$ cat config.mk
export PLATFORM = sky130hd
export DESIGN_NAME = tmds_channel_decoder
export DESIGN_NICKNAME = d
export VERILOG_FILES = /design/src/rtl/tmds_channel_decoder.sv
export SDC_FILE = /design/constraint.sdc
export NUM_CORES = 1
export LEC_CHECK = 0
export ABC_CLOCK_PERIOD_IN_PS = 2600
export CAP_MARGIN = 20
export CORE_MARGIN = 1
export CORE_UTILIZATION = 30
export CTS_CLUSTER_SIZE = 20
export DETAILED_ROUTE_END_ITERATION = 10
export SYNTH_ARGS = -nofsm -noshare
export SYNTH_HDL_FRONTEND = slang
export SYNTH_SLANG_ARGS = --single-unit
$ cat constraint.sdc
create_clock -name i_clk -period 2.6 [get_ports i_clk]
set_clock_uncertainty 0.05 [all_clocks]
set_input_delay 0.52 -clock i_clk [delete_from_list [all_inputs] [get_ports i_clk]]
set_output_delay 0.52 -clock i_clk [all_outputs]
set_load 0.005 [all_outputs]
$ cat src/rtl/tmds_channel_decoder.sv
// Receive-side TMDS channel decoder: recovers word alignment from control-token runs, requests
// deserializer bitslips while searching, and decodes symbols to pixel byte, C0/C1 and DE.
module tmds_channel_decoder #(
    parameter int LOCK_THRESHOLD  = 16,
    parameter int SEARCH_WINDOW   = 4096,
    parameter int BITSLIP_HOLDOFF = 16,
    parameter int MAX_DATA_RUN    = 2048
) (
    input  logic       i_clk,
    input  logic       i_rst_n,
    input  logic       i_ce,
    input  logic [9:0] i_symbol,
    output logic [7:0] o_data,
    output logic       o_c0,
    output logic       o_c1,
    output logic       o_de,
    output logic       o_aligned,
    output logic       o_bitslip
);

    localparam int CRW = $clog2(LOCK_THRESHOLD + 1);
    localparam int SWW = $clog2(SEARCH_WINDOW + 1);
    localparam int HOW = $clog2(BITSLIP_HOLDOFF + 1);
    localparam int DRW = $clog2(MAX_DATA_RUN + 1);

    localparam logic [CRW-1:0] CR_TERM = CRW'(LOCK_THRESHOLD);
    localparam logic [SWW-1:0] SW_TERM = SWW'(SEARCH_WINDOW);
    localparam logic [HOW-1:0] HO_TERM = HOW'(BITSLIP_HOLDOFF);
    localparam logic [DRW-1:0] DR_TERM = DRW'(MAX_DATA_RUN);

    localparam logic [1:0] ST_SEARCH  = 2'd0;
    localparam logic [1:0] ST_HOLDOFF = 2'd1;
    localparam logic [1:0] ST_LOCKED  = 2'd2;

    localparam logic [9:0] TOK_C00 = 10'b1101010100;
    localparam logic [9:0] TOK_C01 = 10'b0010101011;
    localparam logic [9:0] TOK_C10 = 10'b0101010100;
    localparam logic [9:0] TOK_C11 = 10'b1010101011;

    function automatic logic is_token(input logic [9:0] s);
        case (s)
            TOK_C00, TOK_C01, TOK_C10, TOK_C11: is_token = 1'b1;
            default:                            is_token = 1'b0;
        endcase
    endfunction

    // Returns {c1, c0} carried by a control token.
    function automatic logic [1:0] token_ctrl(input logic [9:0] s);
        case (s)
            TOK_C00: token_ctrl = 2'b00;
            TOK_C01: token_ctrl = 2'b01;
            TOK_C10: token_ctrl = 2'b10;
            TOK_C11: token_ctrl = 2'b11;
            default: token_ctrl = 2'b00;
        endcase
    endfunction

    // Undo the optional inversion (bit 9) and the XOR/XNOR transition chain (bit 8).
    function automatic logic [7:0] decode_data(input logic [9:0] s);
        logic [7:0] d;
        logic [7:0] q;
        d    = s[9] ? ~s[7:0] : s[7:0];
        q    = 8'd0;
        q[0] = d[0];
        for (int i = 1; i < 8; i++) begin
            q[i] = s[8] ? (d[i] ^ d[i-1]) : ~(d[i] ^ d[i-1]);
        end
        decode_data = q;
    endfunction

    logic [9:0]     r_sym;
    logic           r_s1_vld;
    logic [1:0]     r_state;
    logic [CRW-1:0] r_ctrl_run;
    logic [SWW-1:0] r_search_cnt;
    logic [HOW-1:0] r_hold_cnt;
    logic [DRW-1:0] r_data_run;
    logic [7:0]     r_data;
    logic           r_c0;
    logic           r_c1;
    logic           r_de;
    logic           r_aligned;
    logic           r_bitslip;

    logic           w_tok;
    logic [1:0]     w_tok_c;
    logic [CRW-1:0] w_ctrl_inc;
    logic [SWW-1:0] w_search_inc;
    logic [HOW-1:0] w_hold_inc;
    logic [DRW-1:0] w_data_inc;

    logic [1:0]     w_state_nxt;
    logic [CRW-1:0] w_ctrl_nxt;
    logic [SWW-1:0] w_search_nxt;
    logic [HOW-1:0] w_hold_nxt;
    logic [DRW-1:0] w_data_run_nxt;
    logic           w_slip_nxt;
    logic           w_aligned_nxt;
    logic [7:0]     w_data_nxt;
    logic           w_c0_nxt;
    logic           w_c1_nxt;
    logic           w_de_nxt;
    logic           w_advance;

    assign w_tok     = is_token(r_sym);
    assign w_tok_c   = token_ctrl(r_sym);
    assign w_advance = i_ce & r_s1_vld;

    assign w_ctrl_inc   = (r_ctrl_run   == CR_TERM) ? r_ctrl_run   : r_ctrl_run   + CRW'(1);
    assign w_search_inc = (r_search_cnt == SW_TERM) ? r_search_cnt : r_search_cnt + SWW'(1);
    assign w_hold_inc   = (r_hold_cnt   == HO_TERM) ? r_hold_cnt   : r_hold_cnt   + HOW'(1);
    assign w_data_inc   = (r_data_run   == DR_TERM) ? r_data_run   : r_data_run   + DRW'(1);

    // Alignment FSM: next state, counters and bitslip request for the stage-1 symbol.
    always_comb begin
        w_state_nxt    = r_state;
        w_ctrl_nxt     = r_ctrl_run;
        w_search_nxt   = r_search_cnt;
        w_hold_nxt     = r_hold_cnt;
        w_data_run_nxt = r_data_run;
        w_slip_nxt     = 1'b0;
        case (r_state)
            ST_SEARCH: begin
                w_ctrl_nxt   = w_tok ? w_ctrl_inc : {CRW{1'b0}};
                w_search_nxt = w_search_inc;
                if (w_ctrl_nxt == CR_TERM) begin
                    w_state_nxt    = ST_LOCKED;
                    w_ctrl_nxt     = {CRW{1'b0}};
                    w_search_nxt   = {SWW{1'b0}};
                    w_data_run_nxt = {DRW{1'b0}};
                end else if (w_search_nxt == SW_TERM) begin
                    w_state_nxt  = ST_HOLDOFF;
                    w_slip_nxt   = 1'b1;
                    w_ctrl_nxt   = {CRW{1'b0}};
                    w_search_nxt = {SWW{1'b0}};
                    w_hold_nxt   = {HOW{1'b0}};
                end else begin
                    w_state_nxt = ST_SEARCH;
                end
            end
            ST_HOLDOFF: begin
                w_hold_nxt = w_hold_inc;
                if (w_hold_nxt == HO_TERM) begin
                    w_state_nxt  = ST_SEARCH;
                    w_hold_nxt   = {HOW{1'b0}};
                    w_ctrl_nxt   = {CRW{1'b0}};
                    w_search_nxt = {SWW{1'b0}};
                end else begin
                    w_state_nxt = ST_HOLDOFF;
                end
            end
            ST_LOCKED: begin
                w_data_run_nxt = w_tok ? {DRW{1'b0}} : w_data_inc;
                if (w_data_run_nxt == DR_TERM) begin
                    w_state_nxt    = ST_SEARCH;
                    w_data_run_nxt = {DRW{1'b0}};
                    w_ctrl_nxt     = {CRW{1'b0}};
                    w_search_nxt   = {SWW{1'b0}};
                end else begin
                    w_state_nxt = ST_LOCKED;
                end
            end
            default: begin
                w_state_nxt    = ST_SEARCH;
                w_ctrl_nxt     = {CRW{1'b0}};
                w_search_nxt   = {SWW{1'b0}};
                w_hold_nxt     = {HOW{1'b0}};
                w_data_run_nxt = {DRW{1'b0}};
            end
        endcase
    end

    // Output gating uses the post-update lock state so lock/loss show on the deciding symbol.
    always_comb begin
        w_aligned_nxt = (w_state_nxt == ST_LOCKED);
        w_data_nxt    = 8'd0;
        w_c0_nxt      = r_c0;
        w_c1_nxt      = r_c1;
        w_de_nxt      = 1'b0;
        if (!w_aligned_nxt) begin
            w_c0_nxt = 1'b0;
            w_c1_nxt = 1'b0;
        end else if (w_tok) begin
            w_c0_nxt = w_tok_c[0];
            w_c1_nxt = w_tok_c[1];
        end else begin
            w_de_nxt   = 1'b1;
            w_data_nxt = decode_data(r_sym);
        end
    end

    // Stage 1: capture the incoming symbol and mark it valid for the decoder.
    always_ff @(posedge i_clk or negedge i_rst_n) begin
        if (!i_rst_n) begin
            r_sym    <= 10'd0;
            r_s1_vld <= 1'b0;
        end else if (i_ce) begin
            r_sym    <= i_symbol;
            r_s1_vld <= 1'b1;
        end
    end

    // Stage 2: FSM state, counters and registered decoded outputs.
    always_ff @(posedge i_clk or negedge i_rst_n) begin
        if (!i_rst_n) begin
            r_state      <= ST_SEARCH;
            r_ctrl_run   <= {CRW{1'b0}};
            r_search_cnt <= {SWW{1'b0}};
            r_hold_cnt   <= {HOW{1'b0}};
            r_data_run   <= {DRW{1'b0}};
            r_data       <= 8'd0;
            r_c0         <= 1'b0;
            r_c1         <= 1'b0;
            r_de         <= 1'b0;
            r_aligned    <= 1'b0;
        end else if (w_advance) begin
            r_state      <= w_state_nxt;
            r_ctrl_run   <= w_ctrl_nxt;
            r_search_cnt <= w_search_nxt;
            r_hold_cnt   <= w_hold_nxt;
            r_data_run   <= w_data_run_nxt;
            r_data       <= w_data_nxt;
            r_c0         <= w_c0_nxt;
            r_c1         <= w_c1_nxt;
            r_de         <= w_de_nxt;
            r_aligned    <= w_aligned_nxt;
        end
    end

    // Bitslip is a one-clock pulse regardless of ce on the following clock.
    always_ff @(posedge i_clk or negedge i_rst_n) begin
        if (!i_rst_n) begin
            r_bitslip <= 1'b0;
        end else begin
            r_bitslip <= w_advance & w_slip_nxt;
        end
    end

    assign o_data    = r_data;
    assign o_c0      = r_c0;
    assign o_c1      = r_c1;
    assign o_de      = r_de;
    assign o_aligned = r_aligned;
    assign o_bitslip = r_bitslip;

endmodule

==> flow_metrics.py <==
metrics = {
    "status": {
        "outcome": "complete, no violations",
    },
    "sta": {
        "relSlewSlack_pct": 53.7,
        "final_hold_viol_count": 0,
        "timing.final.crit_share_pct": 98.5,
        "finalSetupTns_ns": 0,
        "report.final.slew_viol_count": 0,
        "rsz0062_at_grt": "yes",
        "fin_ws_ns": 0.0389,
        "timing.fmax_mhz": 390,
        "setup_viol": 0,
        "min_period_ns": 2.56,
        "tightest_slew_ns": 0.695,
        "fin_hold_ws_ns": 0.178,
    },
    "setup_path": {
        "crit_type": "reg2reg",
        "r2r_slack_ns": 0.04,
        "crit_path_end": "r_ctrl_run[3]",
        "crit_chain": "buf_4 -> and4_2 -> a311oi_1 -> a31o_2 -> and4_1 -> a22oi_2 -> buf_4 -> buf_4 -> a22o_1 -> a31o_1",
        "reg2reg_to": "r_ctrl_run[3]",
        "cp.arrival_ns": 2.73,
        "crit_family": "compound AO/OA/AOI/OAI gates",
        "path_buf_inv": 3,
        "path_depth": 10,
        "rr_worst_depth": 10,
        "start_kind": "flop",
        "r2r-start": "r_data_run[0]",
        "slowest_delay_ns": 0.42,
        "crit_start": "r_data_run[0]",
        "slowest_stage": "dfrtp_1",
        "crit_fanout": 7,
        "crit_required_ns": 2.77,
        "cp_common_cell": "buf_4",
        "endpoint_kind": "flop",
    },
    "power": {
        "power_frac_seq_pct": 35.4,
        "power_density_nw_per_um2": 648,
        "combPwrFrac_pct": 27.6,
        "total_power_mw": 3.36,
        "pwr-share-clk_pct": 37.0,
        "peakVddDrop_mv": 0.359,
        "power.net_switching_mw": 1.08,
        "p_int_mw": 2.28,
        "leakage_nw": 2.18,
        "swShare_pct": 32.3,
    },
    "floorplan": {
        "coreArea_um2": 12800,
        "dieArea_um2": 13800,
        "die_h_um": 117,
        "fp-row-count": 41,
        "start_util_pct": 31.2,
        "ios": 26,
        "die_x_um": 117,
    },
    "drt": {
        "drt_iter0_drc": 190,
        "routed_wl_um": 10300,
        "dr.pass1.iters": 4,
        "vias_per_cell": 5.42,
        "routedWlPerCell_um": 15.4,
        "num_vias": 3623,
        "postRouteAntennaNets": 0,
        "drc_errors": 0,
    },
    "global_routing": {
        "grt_max_degree": 35,
        "antenna_found_initial": 0,
        "track_usage_pct": 15.1,
        "grt.overflow.total": 0,
        "grt_pass1_vias": 3573,
        "grt_pass1_wl_um": 17100,
    },
    "clock_tree": {
        "clockBufferDepth": 2,
        "cts_buffers": 9,
        "htreeDepth": 3,
        "cts_tree": "done",
        "clk_pin_slew_ns": 0.06,
        "numClockSinks": 61,
        "clkLatencyLatePin_ns": 0.33,
        "cts_root_buf": "clkbuf_16",
        "postCtsHoldBufs": 0,
    },
    "synthesis": {
        "syn_area_per_cell_um2": 9.41,
        "ys_top_cells_by_area": "dfrtp_1, xnor2_1, mux2_2",
        "ys_seq_area_share_pct": 38.2,
        "synth_top_cell_by_area": "dfrtp_1",
        "netlist_instances": 425,
        "yosysWarningCount": 0,
        "synth_nets": 446,
        "synth_area_um2": 4000,
        "synth_flop_cell": "dfrtp_1",
        "synthArstFlopShare_pct": 100,
        "ys_ff_latch": 61,
        "synth-edff-count": 0,
        "ys_types": 76,
        "synth_top_area_share_pct": 38.2,
    },
    "placement": {
        "place_area_um2": 4710,
        "dpl.cell_count": 645,
        "dp_hpwl_um": 7270,
        "place_congestion": 0.899,
        "port_buffers": 25,
        "dp_slack_ns": -0.115,
    },
    "cells_and_area": {
        "synthToLayoutAreaGrowth_pct": 29.6,
        "fin_nets": 513,
        "final_area_um2": 5180,
        "final_core_util_pct": 40.4,
        "layout-drive-gt1-share_pct": 26.0,
        "nFillCells": 1286,
        "instances_no_fill": 669,
        "antennaDiodeCount": 0,
    },
    "flow_run": {
        "max-cap-violations": 0,
    },
    "min_path": {
        "hold_path.class": "in2async",
    },
}
## final cells by class
class,instances,area (um^2),area share (%)
Tap cell,172,215,4.15
Multi-Input combinational cell,321,2350,45.3
Timing Repair Buffer,84,726,14.0
Sequential cell,61,1530,29.5
Clock inverter,6,70.1,1.35
Clock buffer,10,239,4.61
Inverter,15,56.3,1.09
## cell usage in the layout, fill, tap and decap left out, types with 5 or more instances in the layout
cell | Yosys | layout
inv_1 | 15 | 14
nor2_1 | 20 | 19
nand3_1 | 21 | 19
clkdlybuf4s50_1 | 0 | 24
nand2_1 | 29 | 28
nand2b_1 | 5 | 5
nor4_1 | 6 | 6
nor2b_1 | 5 | 5
a22o_1 | 11 | 11
o21ai_1 | 4 | 6
a21o_1 | 6 | 6
mux2_2 | 13 | 14
clkbuf_16 | 0 | 9
buf_4 | 4 | 56
o21ai_0 | 25 | 23
o31ai_1 | 13 | 13
and3_1 | 9 | 8
nor3_1 | 25 | 23
a21oi_1 | 11 | 11
dfrtp_1 | 61 | 60
xnor2_1 | 18 | 18
ha_1 | 8 | 6
nand4_1 | 6 | 6
## power by group through the flow
stage               logic [mW]  registers (mW)  clock network (mW)
floorplan                0.658            1.15                   0
global placement         0.853            1.19                   0
detailed placement       0.881            1.20                   0
CTS                      0.891            1.18                1.27
global route              1.03            1.21                1.31
finish                   0.927            1.19                1.24
## flip-flops by register name, summed over array words and instances, names as in the netlist
register / flops
r_hold_cnt: 5
r_state: 2
r_data_run: 12
o_de: 1
o_bitslip: 1
o_aligned: 1
r_search_cnt: 13
r_s1_vld: 1
o_c1: 1
o_c0: 1
r_sym: 10
r_ctrl_run: 5
o_data: 8
## metal layers
| metal | track usage, % | part of all wire (%) | wire, um |
|---|---|---|---|
| met3 | 3.59 | 3.7 | 376 |
| met4 | 5.77 | 1.7 | 177 |
| met5 | 0 | 0 | 0 |
| met2 | 23.9 | 47 | 4870 |
| met1 | 20.0 | 47 | 4860 |
## cells in the mapped netlist (3+ instances only)
cell type   n
a31oi_1     5
nor2b_1     5
buf_6       3
a21o_1      6
o22ai_1     3
nand4_1     6
a211o_1     3
and4_1      3
inv_1      15
o21ai_0    25
o31ai_1    13
ha_1        8
a22o_1     11
nand2b_1    5
clkbuf_1    7
xnor2_1    18
o2bb2ai_1   3
mux2_2     13
nand2_1    29
nor4b_1     3
o41ai_1     4
and3_1      9
and2_1      4
nor3_1     25
nor2_1     20
nor4_1      6
a21oi_1    11
nand3_1    21
xor2_1      4
a211oi_1    3
buf_4       4
buf_2      13
o21ai_1     4
dfrtp_1    61
## worst reg2reg max path: stages, from the launching register on
cell and delay [ns]:
dfrtp_1 0.42, buf_4 0.17, and4_2 0.26, a311oi_1 0.35, a31o_2 0.16, and4_1 0.22, a22oi_2 0.12, buf_4 0.17
buf_4 0.12, a22o_1 0.22, a31o_1 0.18
## how the worst min path moves through the flow
stage / startpoint / to / slack, ns / cells after the start
6_report: i_rst_n / r_sym[3] / 0.18 / 1
5_1_grt: i_rst_n / r_sym[3] / 0.23 / 1
4_1_cts: i_rst_n / r_sym[8] / 0.19 / 1
3_5_place_dp: o_data[1] / o_data[1] / 0.42 / 2
3_3_place_gp: r_s1_vld / r_s1_vld / 0.42 / 1
2_1_floorplan: i_rst_n / o_aligned / 0.17 / 0
## what timing repair did
action | in CTS | in global routing
setup buffers | 2 | 6
gates cloned | 0 | 0
pin swaps | 1 | 4
endpoints found under the setup margin | 12 | 38
resized for setup | 3 | 20
## kinds of logic after synthesis
group / Yosys count / share of synthesized area [%]
xor gates and xnor gates: 22 / 4.82
and+or+nand+nor: 161 / 23.7
DFF: 61 / 38.2
adders and majority gates: 8 / 2.50
muxes: 17 / 5.01
buffers and inverters: 43 / 5.38
AOI/OAI and AO/OA: 113 / 20.4
(Power assumes the default switching activity.)
